[config.mk]
export PLATFORM = sky130hd
export DESIGN_NAME = spi_controller_flat
export DESIGN_NICKNAME = d
export VERILOG_FILES = /design/src/rtl/spi_pkg.sv /design/src/rtl/spi_controller_if.sv /design/src/rtl/spi_clk_gen.sv /design/src/rtl/spi_controller.sv /design/src/flat_wrapper.sv
export SDC_FILE = /design/constraint.sdc
export NUM_CORES = 1
export LEC_CHECK = 0
export CELL_PAD_IN_SITES_DETAIL_PLACEMENT = 1
export CELL_PAD_IN_SITES_GLOBAL_PLACEMENT = 1
export CORE_UTILIZATION = 43
export DETAILED_ROUTE_END_ITERATION = 10
export GPL_ROUTABILITY_DRIVEN = 1
export HOLD_SLACK_MARGIN = 0.05
export PLACE_DENSITY = 0.85
export SKIP_LAST_GASP = 1
export SYNTH_ARGS = -nofsm -noshare
export SYNTH_HDL_FRONTEND = slang
export SYNTH_SLANG_ARGS = --single-unit
[constraint.sdc]
create_clock -name clk -period 4.7 [get_ports clk]
set_input_delay 0.94 -clock clk [delete_from_list [all_inputs] [get_ports clk]]
set_output_delay 0.94 -clock clk [all_outputs]
set_load 0.02 [all_outputs]
[src/rtl/spi_pkg.sv]
// Shared definitions for the SPI write controller: frame geometry, FSM states,
// register map of the SPI register peripheral, and the frame packing helper.
package spi_pkg;

  localparam int unsigned SPI_FRAME_BITS = 16;
  localparam int unsigned SPI_ADDR_W     = 7;
  localparam int unsigned SPI_DATA_W     = 8;

  typedef enum logic [1:0] {
    IDLE,
    SHIFT,
    HOLD,
    GAP
  } spi_state_e;

  localparam logic [SPI_ADDR_W-1:0] ADDR_EN_REG_OUT_7_0  = 7'h00;
  localparam logic [SPI_ADDR_W-1:0] ADDR_EN_REG_OUT_15_8 = 7'h01;
  localparam logic [SPI_ADDR_W-1:0] ADDR_EN_REG_PWM_7_0  = 7'h02;
  localparam logic [SPI_ADDR_W-1:0] ADDR_EN_REG_PWM_15_8 = 7'h03;
  localparam logic [SPI_ADDR_W-1:0] ADDR_PWM_DUTY_CYCLE  = 7'h04;

  // Frame layout: {rw, addr, data}, transmitted MSB first.
  function automatic logic [SPI_FRAME_BITS-1:0] make_frame(
    input logic                  rw,
    input logic [SPI_ADDR_W-1:0] addr,
    input logic [SPI_DATA_W-1:0] data
  );
    return {rw, addr, data};
  endfunction

endpackage

[src/rtl/spi_controller_if.sv]
// Request interface of the SPI controller. With SPI_CTRL_READ_EN defined it
// also carries the read/write select and the read-back data.
interface spi_controller_if;
  import spi_pkg::*;

  logic                  req_valid;
  logic                  req_ready;
  logic [SPI_ADDR_W-1:0] req_addr;
  logic [SPI_DATA_W-1:0] req_data;
`ifdef SPI_CTRL_READ_EN
  logic                  req_rw;
  logic [SPI_DATA_W-1:0] rdata;
`endif

  modport master (
`ifdef SPI_CTRL_READ_EN
    output req_rw,
    input  rdata,
`endif
    output req_valid,
    output req_addr,
    output req_data,
    input  req_ready
  );

  modport slave (
`ifdef SPI_CTRL_READ_EN
    input  req_rw,
    output rdata,
`endif
    input  req_valid,
    input  req_addr,
    input  req_data,
    output req_ready
  );

endinterface

[src/rtl/spi_clk_gen.sv]
// SCLK generator: half-period divider with enable. half_c marks the last cycle
// of every half-period; rise_c/fall_c mark the cycle before SCLK toggles and
// only fire while run is high, so the divider can also time idle phases.
module spi_clk_gen #(
  parameter int unsigned CLK_DIV = 4
) (
  input  logic clk,
  input  logic rst_n,
  input  logic en,
  input  logic run,
  output logic sclk,
  output logic half_c,
  output logic rise_c,
  output logic fall_c
);

  localparam int unsigned DIV_W = (CLK_DIV > 1) ? $clog2(CLK_DIV) : 1;
  localparam logic [DIV_W-1:0] DIV_LAST = DIV_W'(CLK_DIV - 1);

  logic [DIV_W-1:0] cnt;

  assign half_c = en && (cnt == DIV_LAST);
  assign rise_c = half_c && run && !sclk;
  assign fall_c = half_c && run && sclk;

  // Divider counter and SCLK level; both parked at 0 while disabled.
  always_ff @(posedge clk) begin
    if (!rst_n || !en) begin
      cnt  <= '0;
      sclk <= 1'b0;
    end else begin
      cnt <= half_c ? '0 : cnt + DIV_W'(1);
      if (rise_c) begin
        sclk <= 1'b1;
      end else if (fall_c) begin
        sclk <= 1'b0;
      end
    end
  end

endmodule

[src/rtl/spi_controller.sv]
// SPI initiator: one register write per valid/ready handshake, sent as a
// 16-bit mode-0 frame MSB first. Optional read support via SPI_CTRL_READ_EN.
module spi_controller
  import spi_pkg::*;
#(
  parameter int unsigned CLK_DIV    = 4,
  parameter int unsigned GAP_HALVES = 2
) (
  input  logic             clk,
  input  logic             rst_n,
  spi_controller_if.slave  req,
`ifdef SPI_CTRL_READ_EN
  input  logic             CIPO,
`endif
  output logic             busy,
  output logic             done,
  output logic             nCS,
  output logic             SCLK,
  output logic             COPI
);

  localparam int unsigned GAP_W = $clog2(GAP_HALVES + 1);

  spi_state_e                state;
  logic [SPI_FRAME_BITS-1:0] shreg;
  logic [4:0]                bit_cnt;   // [4] is the terminal flag after 16 rises
  logic [GAP_W-1:0]          gap_cnt;
  logic [SPI_FRAME_BITS-1:0] frame;
  logic                      half_c;
  logic                      rise_c;
  logic                      fall_c;
`ifdef SPI_CTRL_READ_EN
  logic                      rw_q;
  logic [SPI_DATA_W-1:0]     rx;
`endif

`ifdef SPI_CTRL_READ_EN
  assign frame = make_frame(req.req_rw, req.req_addr, req.req_data);
`else
  assign frame = make_frame(1'b1, req.req_addr, req.req_data);
`endif

  spi_clk_gen #(.CLK_DIV(CLK_DIV)) u_clk_gen (
    .clk    (clk),
    .rst_n  (rst_n),
    .en     (state != IDLE),
    .run    (state == SHIFT),
    .sclk   (SCLK),
    .half_c (half_c),
    .rise_c (rise_c),
    .fall_c (fall_c)
  );

  // Controller FSM with registered outputs.
  always_ff @(posedge clk) begin
    if (!rst_n) begin
      state         <= IDLE;
      req.req_ready <= 1'b1;
      busy          <= 1'b0;
      done          <= 1'b0;
      nCS           <= 1'b1;
      COPI          <= 1'b0;
      shreg         <= '0;
      bit_cnt       <= '0;
      gap_cnt       <= '0;
`ifdef SPI_CTRL_READ_EN
      rw_q          <= 1'b1;
      rx            <= '0;
      req.rdata     <= '0;
`endif
    end else begin
      done <= 1'b0;
      case (state)
        IDLE: begin
          if (req.req_valid && req.req_ready) begin
            shreg         <= frame;
            COPI          <= frame[SPI_FRAME_BITS-1];
            nCS           <= 1'b0;
            busy          <= 1'b1;
            req.req_ready <= 1'b0;
            bit_cnt       <= '0;
            gap_cnt       <= '0;
`ifdef SPI_CTRL_READ_EN
            rw_q          <= req.req_rw;
`endif
            state         <= SHIFT;
          end
        end
        SHIFT: begin
          if (rise_c) begin
            bit_cnt <= bit_cnt + 5'd1;
`ifdef SPI_CTRL_READ_EN
            if (bit_cnt[3] && !rw_q) begin
              rx <= {rx[SPI_DATA_W-2:0], CIPO};
            end
`endif
          end
          if (fall_c) begin
            if (bit_cnt[4]) begin
              state <= HOLD;
            end
            shreg <= {shreg[SPI_FRAME_BITS-2:0], 1'b0};
            COPI  <= shreg[SPI_FRAME_BITS-2];
          end
        end
        HOLD: begin
          if (half_c) begin
            nCS   <= 1'b1;
            COPI  <= 1'b0;
            state <= GAP;
          end
        end
        GAP: begin
          if (half_c) begin
            if (gap_cnt == GAP_W'(GAP_HALVES - 1)) begin
              state         <= IDLE;
              done          <= 1'b1;
              busy          <= 1'b0;
              req.req_ready <= 1'b1;
`ifdef SPI_CTRL_READ_EN
              if (!rw_q) begin
                req.rdata <= rx;
              end
`endif
            end else begin
              gap_cnt <= gap_cnt + GAP_W'(1);
            end
          end
        end
        default: state <= IDLE;
      endcase
    end
  end

endmodule

[src/flat_wrapper.sv]
// flat-port wrapper written by rule: the top's interface ports become plain ports
module spi_controller_flat import spi_pkg::*;
#(
  parameter int unsigned CLK_DIV    = 4,
  parameter int unsigned GAP_HALVES = 2
)
  (clk, rst_n, busy, done, nCS, SCLK, COPI, req_req_valid, req_req_addr, req_req_data, req_req_ready);
  spi_controller_if req_i ();
  input  logic clk;
  input  logic rst_n;
  output logic busy;
  output logic done;
  output logic nCS;
  output logic SCLK;
  output logic COPI;
  input wire logic [$bits(req_i.req_valid)-1:0] req_req_valid;
  input wire logic [$bits(req_i.req_addr)-1:0] req_req_addr;
  input wire logic [$bits(req_i.req_data)-1:0] req_req_data;
  output wire logic [$bits(req_i.req_ready)-1:0] req_req_ready;
  assign req_i.req_valid = req_req_valid;
  assign req_i.req_addr = req_req_addr;
  assign req_i.req_data = req_req_data;
  assign req_req_ready = req_i.req_ready;
  spi_controller #(.CLK_DIV(CLK_DIV), .GAP_HALVES(GAP_HALVES)) u_core (.clk(clk), .rst_n(rst_n), .req(req_i), .busy(busy), .done(done), .nCS(nCS), .SCLK(SCLK), .COPI(COPI));
endmodule
==> results of run 1 <==
[state kept, by name, summed over array words and instances, names as in the netlist]
register               cells
u_core.u_clk_gen.cnt       2
u_core.shreg              15
u_core.u_clk_gen.sclk      1
u_core.req.req_ready       1
u_core.bit_cnt             5
u_core.busy                1
u_core.gap_cnt             2
u_core.COPI                1
u_core.nCS                 1
u_core.state               2
u_core.done                1
[logic make-up (layout without fill, tap and decap cells)]
logic type	count (synthesis)	after routing
XOR/XNOR	1	1
AND/OR/NAND/NOR	52	52
buffers and inverters	17	39
AO/OA/AOI/OAI	35	35
multiplexers	19	19
adder cells (fa/ha/maj)	8	8
flip-flops	32	32
[power groups by stage]
stage / clock network (W) / logic [W] / registers, W
after global routing: 0.000257 / 0.000397 / 0.000371
after CTS: 0.000247 / 0.000364 / 0.000367
after detailed placement: 0 / 0.000360 / 0.000373
after global placement: 0 / 0.000337 / 0.000366
after floorplan: 0 / 0.000263 / 0.000376
final: 0.000239 / 0.000360 / 0.000367
[area by class of cell]
| type | count | area share (%) |
|---|---|---|
| Inverter | 7 | 1.405 |
| Multi-Input combinational cell | 115 | 43.48 |
| Clock buffer | 7 | 3.478 |
| Clock inverter | 1 | 1.605 |
| Sequential cell | 32 | 34.25 |
| Timing Repair Buffer | 24 | 12.71 |
| Tap cell | 46 | 3.077 |
[worst paths after layout]
path	startpoint	to	slack, ns	cells after the start
setup / recovery	u_core.state[1]$_SDFFE_PN0P_	u_core.shreg[12]$_SDFFE_PN0P_	1.84	7
hold / removal	u_core.u_clk_gen.cnt[0]$_SDFF_PP0_	u_core.u_clk_gen.cnt[0]$_SDFF_PP0_	0.45	1
setup reg to reg	u_core.state[1]$_SDFFE_PN0P_	u_core.shreg[12]$_SDFFE_PN0P_	1.84	7
hold reg to reg	u_core.u_clk_gen.cnt[0]$_SDFF_PP0_	u_core.u_clk_gen.cnt[0]$_SDFF_PP0_	0.45	1
[routing by layer]
| layer | global-route usage (%) | share of wire, % | vias up |
|---|---|---|---|
| met1 | 24.29 | 44 | 601 |
| li1 | - | - | 631 |
| met2 | 35.64 | 51 | 23 |
| met3 | 6.933 | 3.0 | 5 |
| met5 | 0 | 0 | - |
| met4 | 6.667 | 1.6 | 0 |
[cells in the mapped netlist (2+ instances only)]
cell type	instances	area (sq um)
inv_1	7	26.28
dfxtp_1	32	640.6
nand2_1	11	41.29
nor2b_1	3	18.77
o21ai_0	4	20.02
a221oi_1	2	17.52
mux2i_1	19	190.2
and2_1	3	18.77
o22ai_1	3	18.77
nand4_1	2	12.51
clkbuf_1	3	11.26
nor2_1	22	82.58
a211oi_1	15	112.6
a21oi_1	5	25.02
ha_1	8	100.1
buf_2	6	30.03
[per-stage QoR]
stage                     power (W)  util [%]
after floorplan           0.0006399         -
after global placement    0.0007036     52.79
after detailed placement  0.0007330     52.79
after CTS                 0.0009779     55.62
after global routing       0.001025     55.62
final                     0.0009657     55.62
[worst max-delay path, stage by stage, from the launching register on]
cell	delay (ns)
dfxtp_1	0.35
inv_1	0.12
ha_1	0.59
buf_4	0.37
nand2_1	0.10
o22ai_2	0.84
nor2_1	0.11
a211oi_1	0.27
==> qor.yml, run 1 <==
top_level_ports: 24
synth_nets: 190
combinationalPowerShare_pct: 37.3
post-dp-hpwl_microns: 2468
fin_cells: 232
synth_edf_count: 0
switchingPower_w: 0.0003315
synthXorXnorAreaFrac_pct: 0.5738
synth_ff_type: "dfxtp_1"
period_needed_ns: 2.856
drt_first_pass_iters: 4
grt_max_degree: 30
port_buffers: 23
fin_hold_ws_ns: 0.4539
die_h_microns: 61.58
clock_latency_ns: 0.34
cts_tree: "done"
drv_slew: 0
max_freq_mhz: 350.1
ctsHoldBuffers: 0
cts_buffers: 5
yosys.area_share.simple_pct: 16.80
tightest_slew_ns: 1.108
worst_slack_ns: 1.844
synth_compound_area_share_pct: 16.48
vias_per_cell: 5.431
fin_area_sq_um: 1871
fill_cells: 415
cts_buffer_depth: 2
fin_skew_ns: 0.004183
end_kind: "register"
synth_mux_area_share_pct: 12.46
netlist_instances: 164
vdd_drop_max_v: 0.0002408
yosys_warnings: 0
internal-power_w: 0.0006342
ys_seq_area_share_pct: 41.97
drt-wirelength-per-cell_microns: 14.82
clk_pin_slew_ns: 0.10
antenna_found_initial: 0
setup.worst_path.class: "register to register"
drt_iter0_drc: 33
antenna_cells: 0
rsz0062_at_grt: "false"
maxSlewHeadroom_pct: 26.15
area.growth.synth_to_final_pct: 22.54
post-route-drc-count: 0
critPathArrivalTime_ns: 3.11
syn_area_sq_um: 1526
setup_viol: 0
max-cap-violations: 0
synth.avg_cell_area_sq_um: 9.308
place_inst: 224
post_synth_fa_ha_maj_area_fraction_pct: 6.557
yosys.cell_types.count: 35
pre_cts_ws_ns: 1.651
power_density_nw_per_um2: 516.2
grt.overflow.total: 0
p_leak_nw: 0.6911
grtUsageTotal_pct: 20.73
drt-total-wl_microns: 3439
cts.repair.resized: 0
place_congestion: 0.7031
post_cts_buffers: 0
synth_top_family_by_area: "simple AND/OR/NAND/NOR gates"
final_common_cell: "dfxtp_1"
multi_input_area_sq_um: 813.3
placed_cell_area_sq_um: 1775
final_cell_mix: "32 x dfxtp_1, 23 x clkdlybuf4s50_1, 22 x nor2_1"
grt_pass1_wl_microns: 5616
rows: 21
fin_setup_tns_ns: 0
vias: 1260
cts.sinks: 32
nets: 211
ant_nets: 0
grt_pass1_vias: 1272
dieArea_sq_um: 3792
drive_gt1_share_pct: 6.452
async_reset_ff_share_pct: 0
status: "completed"
worstHoldPathType: "register to register"
seq_power_share_pct: 38.0
hold_violations: 0
min_period_over_period_pct: 60.77
h-tree-depth: 2
core_area_sq_um: 3363
critPathLaunchType: "register"
swShare_pct: 34.33
regArea_sq_um: 640.6
initial_core_util_pct: 45.39
die-width_microns: 61.58
cts_root_buffer: "clkbuf_4"
cp.required_ns: 4.95
clkPwrFrac_pct: 24.8
worstPathMaxFanout: 29
ys_ff_latch: 32
No activity file was read; power rests on OpenSTA's default activity.
==> inputs of run 2 (changes only) <==
--- a/config.mk
+++ b/config.mk
@@ -7,11 +7,11 @@
 export LEC_CHECK = 0
 export CELL_PAD_IN_SITES_DETAIL_PLACEMENT = 1
 export CELL_PAD_IN_SITES_GLOBAL_PLACEMENT = 1
-export CORE_UTILIZATION = 43
+export CORE_UTILIZATION = 36
 export DETAILED_ROUTE_END_ITERATION = 10
 export GPL_ROUTABILITY_DRIVEN = 1
 export HOLD_SLACK_MARGIN = 0.05
-export PLACE_DENSITY = 0.85
+export PLACE_DENSITY = 0.76
 export SKIP_LAST_GASP = 1
 export SYNTH_ARGS = -nofsm -noshare
 export SYNTH_HDL_FRONTEND = slang
==> constraint.sdc (replaced) <==
create_clock -name clk -period 2.6 [get_ports clk]
set_input_delay 0.52 -clock clk [delete_from_list [all_inputs] [get_ports clk]]
set_output_delay 0.52 -clock clk [all_outputs]
set_load 0.02 [all_outputs]
==> run 2 against run 1 <==
Power rose by 85%. Sequential cell count did not move. Utilization fell by 8.2 points. Count of clock-buffer cells in the layout fell by 1. Largest cell class unchanged. Critical endpoint is now u_core.shreg[0]$_SDFFE_PN0P_.
==> qor.yml, run 2 (synthesis gave the netlist of run 1 again) <==
status: "completed"
vias: 1256
end_kind: "register"
area.growth.synth_to_final_pct: 25.16
tightest_slew_ns: 0.7747
place_congestion: 0.7146
cts_buffer_depth: 2
fill_cells: 475
worstPathMaxFanout: 29
multi_input_area_sq_um: 813.3
h-tree-depth: 2
worstHoldPathType: "register to register"
vias_per_cell: 5.255
fin_setup_tns_ns: 0
dieArea_sq_um: 4504
drive_gt1_share_pct: 7.407
drt-total-wl_microns: 3414
switchingPower_w: 0.0006012
internal-power_w: 0.001185
maxSlewHeadroom_pct: 48.30
combinationalPowerShare_pct: 36.7
p_leak_nw: 0.7100
seq_power_share_pct: 36.9
core_area_sq_um: 4029
swShare_pct: 33.65
setup.worst_path.class: "register to register"
cp.required_ns: 2.75
initial_core_util_pct: 37.89
power_density_nw_per_um2: 935.2
drt_iter0_drc: 44
grtUsageTotal_pct: 16.92
drt_first_pass_iters: 4
clock_latency_ns: 0.29
ctsHoldBuffers: 0
grt_max_degree: 30
antenna_found_initial: 0
regArea_sq_um: 640.6
grt_pass1_wl_microns: 5561
pre_cts_ws_ns: 0.3870
vdd_drop_max_v: 0.0004471
top_level_ports: 24
rows: 23
grt_pass1_vias: 1219
clkPwrFrac_pct: 26.4
cts.sinks: 32
critPathLaunchType: "register"
max_freq_mhz: 470.3
fin_hold_ws_ns: 0.4363
rsz0062_at_grt: "false"
port_buffers: 23
post-dp-hpwl_microns: 2476
final_common_cell: "dfxtp_1"
setup_viol: 0
worst_slack_ns: 0.4736
ant_nets: 0
drv_slew: 0
final_cell_mix: "32 x dfxtp_1, 23 x clkdlybuf4s50_1, 22 x nor2_1"
cts_root_buffer: "clkbuf_8"
hold_violations: 0
critPathArrivalTime_ns: 2.28
period_needed_ns: 2.126
cts_buffers: 5
cts.repair.resized: 0
largest_registers: "u_core.shreg x15, u_core.bit_cnt x5"
drt-wirelength-per-cell_microns: 14.28
grt.overflow.total: 0
post_cts_buffers: 0
max-cap-violations: 0
min_period_over_period_pct: 81.79
nets: 214
clk_pin_slew_ns: 0.07
post-route-drc-count: 0
cts_tree: "done"
die_h_microns: 67.12
fin_skew_ns: 0.007137
antenna_cells: 0
largest_register: "u_core.shreg"
die-width_microns: 67.12
largest_reg_flops: 15
## run 2: cell types whose count changed in the layout (fill, tap and decap cells not counted)
cell	previous run	this run
clkinv_2	0	1
buf_4	1	4
clkbuf_4	5	0
clkbuf_8	2	5
clkbuf_1	0	1
## run 2: stage by stage
stage / std cells / area (sq um) / total power [W] / util, %
global placement: 231 / 1803 / 0.001287 / 44.75
floorplan: 164 / 1526 / 0.001157 / -
detailed placement: 231 / 1803 / 0.001330 / 44.75
global route: 239 / 1911 / 0.001910 / 47.42
finish: 239 / 1911 / 0.001787 / 47.42
CTS: 239 / 1911 / 0.001811 / 47.42
## run 2: path summary, 6_finish.rpt
path              slack (ns)                                 end  depth (start not counted)                                from
setup / recovery        0.47        u_core.shreg[0]$_SDFFE_PN0P_                          8        u_core.state[1]$_SDFFE_PN0P_
hold reg to reg         0.44  u_core.u_clk_gen.cnt[0]$_SDFF_PP0_                          1  u_core.u_clk_gen.cnt[0]$_SDFF_PP0_
setup reg to reg        0.47        u_core.shreg[0]$_SDFFE_PN0P_                          8        u_core.state[1]$_SDFFE_PN0P_
hold / removal          0.44  u_core.u_clk_gen.cnt[0]$_SDFF_PP0_                          1  u_core.u_clk_gen.cnt[0]$_SDFF_PP0_
## run 2: per-layer routing
layer	up-vias	global-route usage [%]	share of wire, %
met4	0	9.574	2.1
li1	632	-	-
met5	-	0	0
met2	19	27.75	49
met1	598	19.82	45
met3	7	4.281	3.7
## run 2: power by group through the flow
stage / clock, W / sequential [W] / combinational (W)
after floorplan: 0 / 0.000680 / 0.000476
after global placement: 0 / 0.000666 / 0.000621
after detailed placement: 0 / 0.000672 / 0.000658
after CTS: 0.000487 / 0.000661 / 0.000663
after global routing: 0.000511 / 0.000670 / 0.000728
final: 0.000472 / 0.000659 / 0.000656
## run 2: layout make-up
| class | instances | area share [%] |
|---|---|---|
| Inverter | 7 | 1.375 |
| Timing Repair Buffer | 27 | 13.62 |
| Sequential cell | 32 | 33.53 |
| Clock inverter | 2 | 1.834 |
| Tap cell | 50 | 3.274 |
| Multi-Input combinational cell | 115 | 42.57 |
| Clock buffer | 6 | 3.798 |
## run 2: worst max-delay path, stage by stage (launching register included)
cell     delay, ns
dfxtp_1       0.34
inv_1         0.12
ha_1          0.42
buf_4         0.29
nand2_1       0.10
o22ai_2       0.13
buf_4         0.31
mux2i_1       0.23
nor2_1        0.05
